### src/rtl/ysyx_22050612_pkg.sv
// Shared definitions for the ysyx_22050612 core: datapath widths, reset pc
// and the fetch entry layout carried from IFU to IDU.
package ysyx_22050612_pkg;

    localparam int XLEN = 64;
    localparam int ILEN = 32;
    localparam logic [XLEN-1:0] RESET_PC = 64'h8000_0000;

    typedef struct packed {
        logic [XLEN-1:0] pc;
        logic [ILEN-1:0] inst;
    } fetch_entry_t;

endpackage

### src/rtl/ysyx_22050612_ifq_mem.sv
// Instruction fetch queue storage: DEPTH fetch entries, one synchronous write
// port and one asynchronous read port. Entries carry no reset; validity is
// tracked entirely by the pointers and count in the queue controller.
module ysyx_22050612_ifq_mem
    import ysyx_22050612_pkg::*;
#(
    parameter int DEPTH = 4,
    parameter int AW    = $clog2(DEPTH)
) (
    input  logic         clk,
    input  logic         wr_en,
    input  logic [AW-1:0] wr_addr,
    input  fetch_entry_t wr_data,
    input  logic [AW-1:0] rd_addr,
    output fetch_entry_t rd_data
);

    fetch_entry_t mem_q [DEPTH];

    // Write the offered entry into the tail slot on an accepted push.
    always_ff @(posedge clk) begin
        if (wr_en) begin
            mem_q[wr_addr] <= wr_data;
        end
    end

    assign rd_data = mem_q[rd_addr];

endmodule

### src/rtl/ysyx_22050612_ifq.sv
// Instruction fetch queue between IFU and IDU. Holds up to DEPTH fetched
// {pc, inst} pairs in FIFO order, with single-cycle first-word latency and a
// flush input that discards everything on a redirect.
// Optional macro YSYX_22050612_IFQ_PERF_EN adds perf_full_cyc and
// perf_flush_cnt performance counters.
module ysyx_22050612_ifq
    import ysyx_22050612_pkg::*;
#(
    parameter int DEPTH = 4
) (
    input  logic                     clk,
    input  logic                     rst,
    input  logic                     in_valid,
    output logic                     in_ready,
    input  logic [XLEN-1:0]          in_pc,
    input  logic [ILEN-1:0]          in_inst,
    output logic                     out_valid,
    input  logic                     out_ready,
    output logic [XLEN-1:0]          out_pc,
    output logic [ILEN-1:0]          out_inst,
    input  logic                     flush,
    output logic [$clog2(DEPTH):0]   count
`ifdef YSYX_22050612_IFQ_PERF_EN
    ,
    output logic [63:0]              perf_full_cyc,
    output logic [31:0]              perf_flush_cnt
`endif
);

    localparam int AW = $clog2(DEPTH);
    localparam int CW = AW + 1;
    localparam logic [CW-1:0] FULL_COUNT = CW'(DEPTH);

    logic [AW-1:0] head_q;
    logic [AW-1:0] tail_q;
    logic [CW-1:0] count_q;
    logic          push;
    logic          pop;
    logic          not_empty;
    fetch_entry_t  wr_entry;
    fetch_entry_t  head_entry;

    // in_ready is held low while reset is asserted so the IFU never sees an
    // accept from a queue that is being cleared.
    assign not_empty = (count_q != '0);
    assign in_ready  = rst && (count_q < FULL_COUNT);
    assign out_valid = not_empty && !flush;
    assign push      = in_valid && in_ready && !flush;
    assign pop       = out_valid && out_ready;

    assign wr_entry.pc   = in_pc;
    assign wr_entry.inst = in_inst;

    ysyx_22050612_ifq_mem #(
        .DEPTH (DEPTH),
        .AW    (AW)
    ) u_mem (
        .clk     (clk),
        .wr_en   (push),
        .wr_addr (tail_q),
        .wr_data (wr_entry),
        .rd_addr (head_q),
        .rd_data (head_entry)
    );

    // Pointer and occupancy update; flush wins over any push or pop.
    always_ff @(posedge clk or negedge rst) begin
        if (!rst) begin
            head_q  <= '0;
            tail_q  <= '0;
            count_q <= '0;
        end else if (flush) begin
            head_q  <= '0;
            tail_q  <= '0;
            count_q <= '0;
        end else begin
            if (push) begin
                tail_q <= tail_q + AW'(1);
            end
            if (pop) begin
                head_q <= head_q + AW'(1);
            end
            count_q <= count_q + CW'(push) - CW'(pop);
        end
    end

    assign out_pc   = not_empty ? head_entry.pc   : '0;
    assign out_inst = not_empty ? head_entry.inst : '0;
    assign count    = count_q;

`ifdef YSYX_22050612_IFQ_PERF_EN
    // Count IFU stall cycles caused by a full queue and flush cycles; both wrap.
    always_ff @(posedge clk or negedge rst) begin
        if (!rst) begin
            perf_full_cyc  <= '0;
            perf_flush_cnt <= '0;
        end else begin
            if (in_valid && !in_ready) begin
                perf_full_cyc <= perf_full_cyc + 64'd1;
            end
            if (flush) begin
                perf_flush_cnt <= perf_flush_cnt + 32'd1;
            end
        end
    end
`endif

endmodule

### config.mk
export PLATFORM = sky130hd
export DESIGN_NAME = ysyx_22050612_ifq
export DESIGN_NICKNAME = d
export VERILOG_FILES = /design/src/rtl/ysyx_22050612_pkg.sv /design/src/rtl/ysyx_22050612_ifq_mem.sv /design/src/rtl/ysyx_22050612_ifq.sv
export SDC_FILE = /design/constraint.sdc
export NUM_CORES = 1
export LEC_CHECK = 0
export CAP_MARGIN = 20
export CELL_PAD_IN_SITES_DETAIL_PLACEMENT = 0
export CELL_PAD_IN_SITES_GLOBAL_PLACEMENT = 2
export CORE_ASPECT_RATIO = 1.2
export CORE_MARGIN = 2
export CORE_UTILIZATION = 35
export CTS_CLUSTER_DIAMETER = 50
export DETAILED_ROUTE_END_ITERATION = 10
export GPL_ROUTABILITY_DRIVEN = 1
export GPL_TIMING_DRIVEN = 0
export PLACE_DENSITY = 0.77
export SYNTH_ARGS = -nofsm -noshare
export SYNTH_HDL_FRONTEND = slang
export SYNTH_SLANG_ARGS = --single-unit
### constraint.sdc
create_clock -name clk -period 3.3 [get_ports clk]
set_input_delay 0.825 -clock clk [delete_from_list [all_inputs] [get_ports clk]]
set_output_delay 0.825 -clock clk [all_outputs]
set_load 0.02 [all_outputs]
# ---- Word level (Yosys, flattened, before mapping)
# Memories as Yosys holds them, arrays and structs flattened.
# Cells that the tools add are included.
dict set report word_totals {
  word_cells 27
  inputBits 101
  mem_count 1
  ram_bits 384
  ff_bits 7
  output_inout_bits 101
}
dict set report classes {
  magnitude_cmp 1
  add_sub_neg 4
  muxes 9
  reduce_logical 9
}
# name depth width read_ports rd_clocked_by_memory_dff write_ports line
set mem_list {}
lappend mem_list {u_mem.mem_q 4 96 1 0 1 ysyx_22050612_ifq_mem.sv:18} ;# fetch_entry_t mem_q [DEPTH];
# operator count
set ops {}
lappend ops {{64-bit 2-to-1 mux} 1}
lappend ops {{32-bit 2-to-1 mux} 1}
lappend ops {{2-bit 2-to-1 mux} 4}
lappend ops {{1-bit logical AND} 5}
lappend ops {{2-bit by 1-bit adder with 2-bit output (second input constant)} 2}
lappend ops {{2-bit nonzero test} 2}
lappend ops {{3-bit by 1-bit adder with 3-bit output} 1}
lappend ops {{3-bit < comparator (second input constant)} 1}
lappend ops {{3-bit 2-to-1 mux} 1}
lappend ops {{3-bit nonzero test} 1}
lappend ops {{3-bit by 1-bit subtractor with 3-bit output} 1}
lappend ops {{1-bit 2-to-1 mux} 2}
lappend ops {{1-bit logical NOT} 1}

# ---- Logic depth before layout (Yosys ltp)
dict set report logic_depth {
  word_depth 7
  mapped_depth 11
  ltp_nobuf 11
}

# ---- Hierarchy
# From an unflattened synthesis, not the netlist that was laid out.
dict set report unflattened {
  hier_cells 649
  area_unflattened_um2 14940.6
}
# mod area_each_um2 n_inst cells_each
set by_module_without_submodules {}
lappend by_module_without_submodules {ysyx_22050612_ifq_mem 13889.6 1 506}
lappend by_module_without_submodules {ysyx_22050612_ifq 1051.0 1 143}

# ---- Worst setup path before layout
# Ideal clock, no wire load.
dict set report synth_timing {
  path_type {in2reg}
  startpoint {in flush}
  endpoint {mem u_mem.mem_q[0][0] (netlist bit), enable pin}
  stages 3
  arrival_time_ns 3.470
  setup_ns 0.466
  required_ns 2.834
  setup_slack_ns -0.636
  cell_sequence {clkbuf_1 nor2_1 and2_1}
}
dict set report synth_via {
  elab_chain_cells 4
}
# element line
set synth_lines {}
lappend synth_lines {{start: declaration} ysyx_22050612_ifq.sv:21} ;# input logic flush,
lappend synth_lines {{1-bit logical NOT} ysyx_22050612_ifq.sv:48} ;# assign push = in_valid && in_ready && !flush;
lappend synth_lines {{1-bit logical AND} ysyx_22050612_ifq.sv:48}
lappend synth_lines {{1-bit 2-to-1 mux} ysyx_22050612_ifq_mem.sv:22} ;# if (wr_en) begin
lappend synth_lines {{1-bit 2-to-1 mux (not written as such)} ysyx_22050612_ifq_mem.sv:23} ;# mem_q[wr_addr] <= wr_data;
lappend synth_lines {{end: declaration} ysyx_22050612_ifq_mem.sv:18}
# Every way passes these cells.

# ---- Worst setup path in the final report
dict set report layout_timing {
  startpoint {reg head_q[0]}
  endpoint {out out_inst[6]}
}
dict set report layout_via {
  elab_chain_cells 2
}
# element line
set layout_lines {}
lappend layout_lines {{start: declaration} ysyx_22050612_ifq.sv:34} ;# logic [AW-1:0] head_q;
lappend layout_lines {{start signal: assignment} ysyx_22050612_ifq.sv:81} ;# head_q <= head_q + AW'(1);
lappend layout_lines {{memory read 4 x 96 bit} n/a}
lappend layout_lines {{32-bit 2-to-1 mux} ysyx_22050612_ifq.sv:88} ;# assign out_inst = not_empty ? head_entry.inst : '0;
lappend layout_lines {{end: declaration} ysyx_22050612_ifq.sv:20} ;# output logic [ILEN-1:0] out_inst,
# Every way passes these cells.

==> results.sh <==
export IMPL_rsz0062_at_grt="no"
export IMPL_end_kind="output port"
export IMPL_dp_hpwl_mm=19.4
export IMPL_hold_slack_ps=223
export IMPL_min_period_over_period_pct=96.8
export IMPL_die_area_um2=44300
export IMPL_drc=0
export IMPL_io_buffers=200
export IMPL_netSwitchingPower_uw=4110
export IMPL_worstReg2RegEnd="count[2]"
export IMPL_fin_area_um2=19400
export IMPL_ant_nets=0
export IMPL_row_count=82
export IMPL_place_inst=1409
export IMPL_top_level_ports=202
export IMPL_core_um2=42000
export IMPL_antenna_found_initial=4
export IMPL_hold_class="input port to asynchronous set/reset pin"
export IMPL_synth_top_area_share_pct=77.2
export IMPL_reg2reg_from="count[2]"
export IMPL_cp_arrival_ps=2370
export IMPL_synth_flop_cell="edfxtp_1"
export IMPL_yosys_area_top_type="edfxtp_1"
export IMPL_placed_area_um2=17800
export IMPL_ys_seq_area_share_pct=78.4
export IMPL_routed_wl_mm=31.2
export IMPL_max_freq_mhz=313
export IMPL_avgSynthCellArea_um2=22.8
export IMPL_syn_instance_count=655
export IMPL_firstDrtPassIters=4
export IMPL_start_util_pct=35.6
export IMPL_grt_max_degree=43
export IMPL_fin_nets=1019
export IMPL_clk_path_buf_depth=3
export IMPL_startpoint_type="flop"
export IMPL_crit_type="flop to output port"
export IMPL_period_needed_ps=3200
export IMPL_relSlewSlack_pct=66.2
export IMPL_clock_sinks=391
export IMPL_finClkSkew_ps=24.2
export IMPL_htreeDepth=2
export IMPL_post_route_util_pct=46.1
export IMPL_final_setup_tns_ps=0
export IMPL_grt_pass1_wl_mm=46.4
export IMPL_viasPerCell=4.80
export IMPL_finalSetupViolCount=0
export IMPL_synth_yosys_warnings=0
export IMPL_numCtsBuffers=43
export IMPL_synth_area_leaders="edfxtp_1, mux4_2, nor2b_1"
export IMPL_globalRouteOverflowTotal=0
export IMPL_path_clk_slew_ps=60
export IMPL_status="finished, final reports clean"
export IMPL_tightest_slew_ps=508
export IMPL_synth_common_cells="edfxtp_1, mux4_2, nor2b_1, clkbuf_1, buf_2"
export IMPL_drv_slew=0
export IMPL_grt_pass1_vias=7653
export IMPL_pwr_share_comb_pct=28.3
export IMPL_seq_power_share_pct=39.5
export IMPL_gp_congestion=0.681
export IMPL_syn2layout_area_growth_pct=29.7
export IMPL_drtIter0Drc=371
export IMPL_syn_num_nets=763
export IMPL_cts_tree="built"
export IMPL_worstSkewPairLatency_ps=550
export IMPL_hold_violations=0
export IMPL_synth_edf_count=384
export IMPL_p_int_uw=10200
export IMPL_switching_share_pct=28.8
export IMPL_power_frac_clock_pct=32.3
export IMPL_synth_seq_cells=391
export IMPL_power_density_nw_per_um2=739
export IMPL_final_cells=1495
export IMPL_max_cap_violations=0
export IMPL_synthDistinctLibCells=26
export IMPL_leakagePower_uw=0.00656
export IMPL_grtUsageTotal_pct=14.2
export IMPL_rr_worst_depth=11
export IMPL_path_max_fanout=10
export IMPL_vdd_ir_drop_max_mv=0.420
export IMPL_wl_per_cell_um=20.9
export IMPL_vias=7183
export IMPL_layout_drive_gt1_share_pct=22.2
export IMPL_fp_dieH_um=230
export IMPL_cp_required_ps=2470
export IMPL_fp_dieW_um=193
export IMPL_reg2reg_setup_slack_ps=640
export IMPL_syn_area_um2=14900
export IMPL_synthArstFlopShare_pct=1.79
export IMPL_synthMostInstantiatedCell="edfxtp_1"
export IMPL_cts_root_buf="clkbuf_16"
==> power groups by stage <==
stage,sequential [uW],clock [uW],combinational (uW)
6_report,5640,4620,4040
5_1_grt,5650,4950,4370
4_1_cts,5650,4760,4130
3_5_place_dp,5750,0,4260
3_3_place_gp,5750,0,4250
2_1_floorplan,5750,0,2390
==> cell type report <==
cell class,instances,area (um^2)
Clock inverter,28,259
Tap cell,546,683
Timing Repair Buffer,211,2150
Buffer,33,357
Clock buffer,52,1130
Fill cell,3611,22600
Inverter,5,18.8
Multi-Input combinational cell,226,3040
Antenna cell,3,7.51
Sequential cell,391,11700
==> state kept, by name, summed over array words and instances (netlist names) <==
register / flops
u_mem.mem_q: 384
head_q: 2
count: 3
tail_q: 2
==> metal layers <==
| layer | GRT usage (%) | routed length, um | vias up |
|---|---|---|---|
| li1 | - | - | 3206 |
| met1 | 18.4 | 13000 | 3740 |
| met2 | 23.5 | 15700 | 182 |
| met3 | 3.56 | 1720 | 53 |
| met4 | 4.60 | 795 | 2 |
| met5 | 0 | 10 | - |
==> placed cells by master (no fill, tap or decap), types with 6 or more instances in the layout <==
master           count
buf_12               8
buf_16               8
clkbuf_1             9
clkbuf_16           44
clkbuf_4            12
clkdlybuf4s50_1    102
clkinv_1             8
dfrtp_1              7
dlygate4sd2_1       86
dlymetal6s2s_1       8
edfxtp_1           384
ha_1                 6
mux4_2              96
nor2_1               8
nor2b_1             93
==> cell families (layout without fill, tap and decap cells) <==
family	count (synthesis)	count (layout)	share of synthesized area, %
adders and majority gates	7	7	0.637
xor gates and xnor gates	3	3	0.176
other	0	3	0
buffers and inverters	38	329	1.28
muxes	97	97	14.6
AOI/OAI and AO/OA	3	3	0.117
and+or+nand+nor	116	116	4.82
DFF	391	391	78.4
==> repair_timing <==
item | CTS | global route
setup buffers | 3 | 0
endpoints found under the hold margin | 0 | 0
hold buffers | 0 | 0
endpoints found under the setup margin | 97 | 56
gates resized for setup | 148 | 23
pin swaps | 1 | 0
==> worst max path at each step <==
| stage | slack (ps) | depth (start not counted) | end | from |
|---|---|---|---|---|
| floorplan | 430 | 3 | u_mem.mem_q[0][0] | flush |
| global placement | -1630 | 4 | u_mem.mem_q[0][66] | rst |
| detailed placement | -440 | 12 | count[2] | rst |
| CTS | -5 | 6 | out_pc[24] | head_q[0] |
| global route | 2 | 6 | out_inst[11] | head_q[0] |
| finish | 100 | 6 | out_inst[6] | head_q[0] |
==> metrics by stage <==
step / total power [uW] / setup slack [ps]
after global placement: 10000 / -1630
final: 14300 / 104
after global routing: 15000 / 1.93
after floorplan: 8150 / 426
after detailed placement: 10000 / -442
after CTS: 14500 / -5.44
==> critical path, cell delays in order (launching register included) <==
cell and delay (ps):
dfrtp_1 370, buf_12 140, buf_4 170, buf_12 160, mux4_2 500, and2b_1 160, dlygate4sd2_1 330
(Power assumes the default switching activity.)
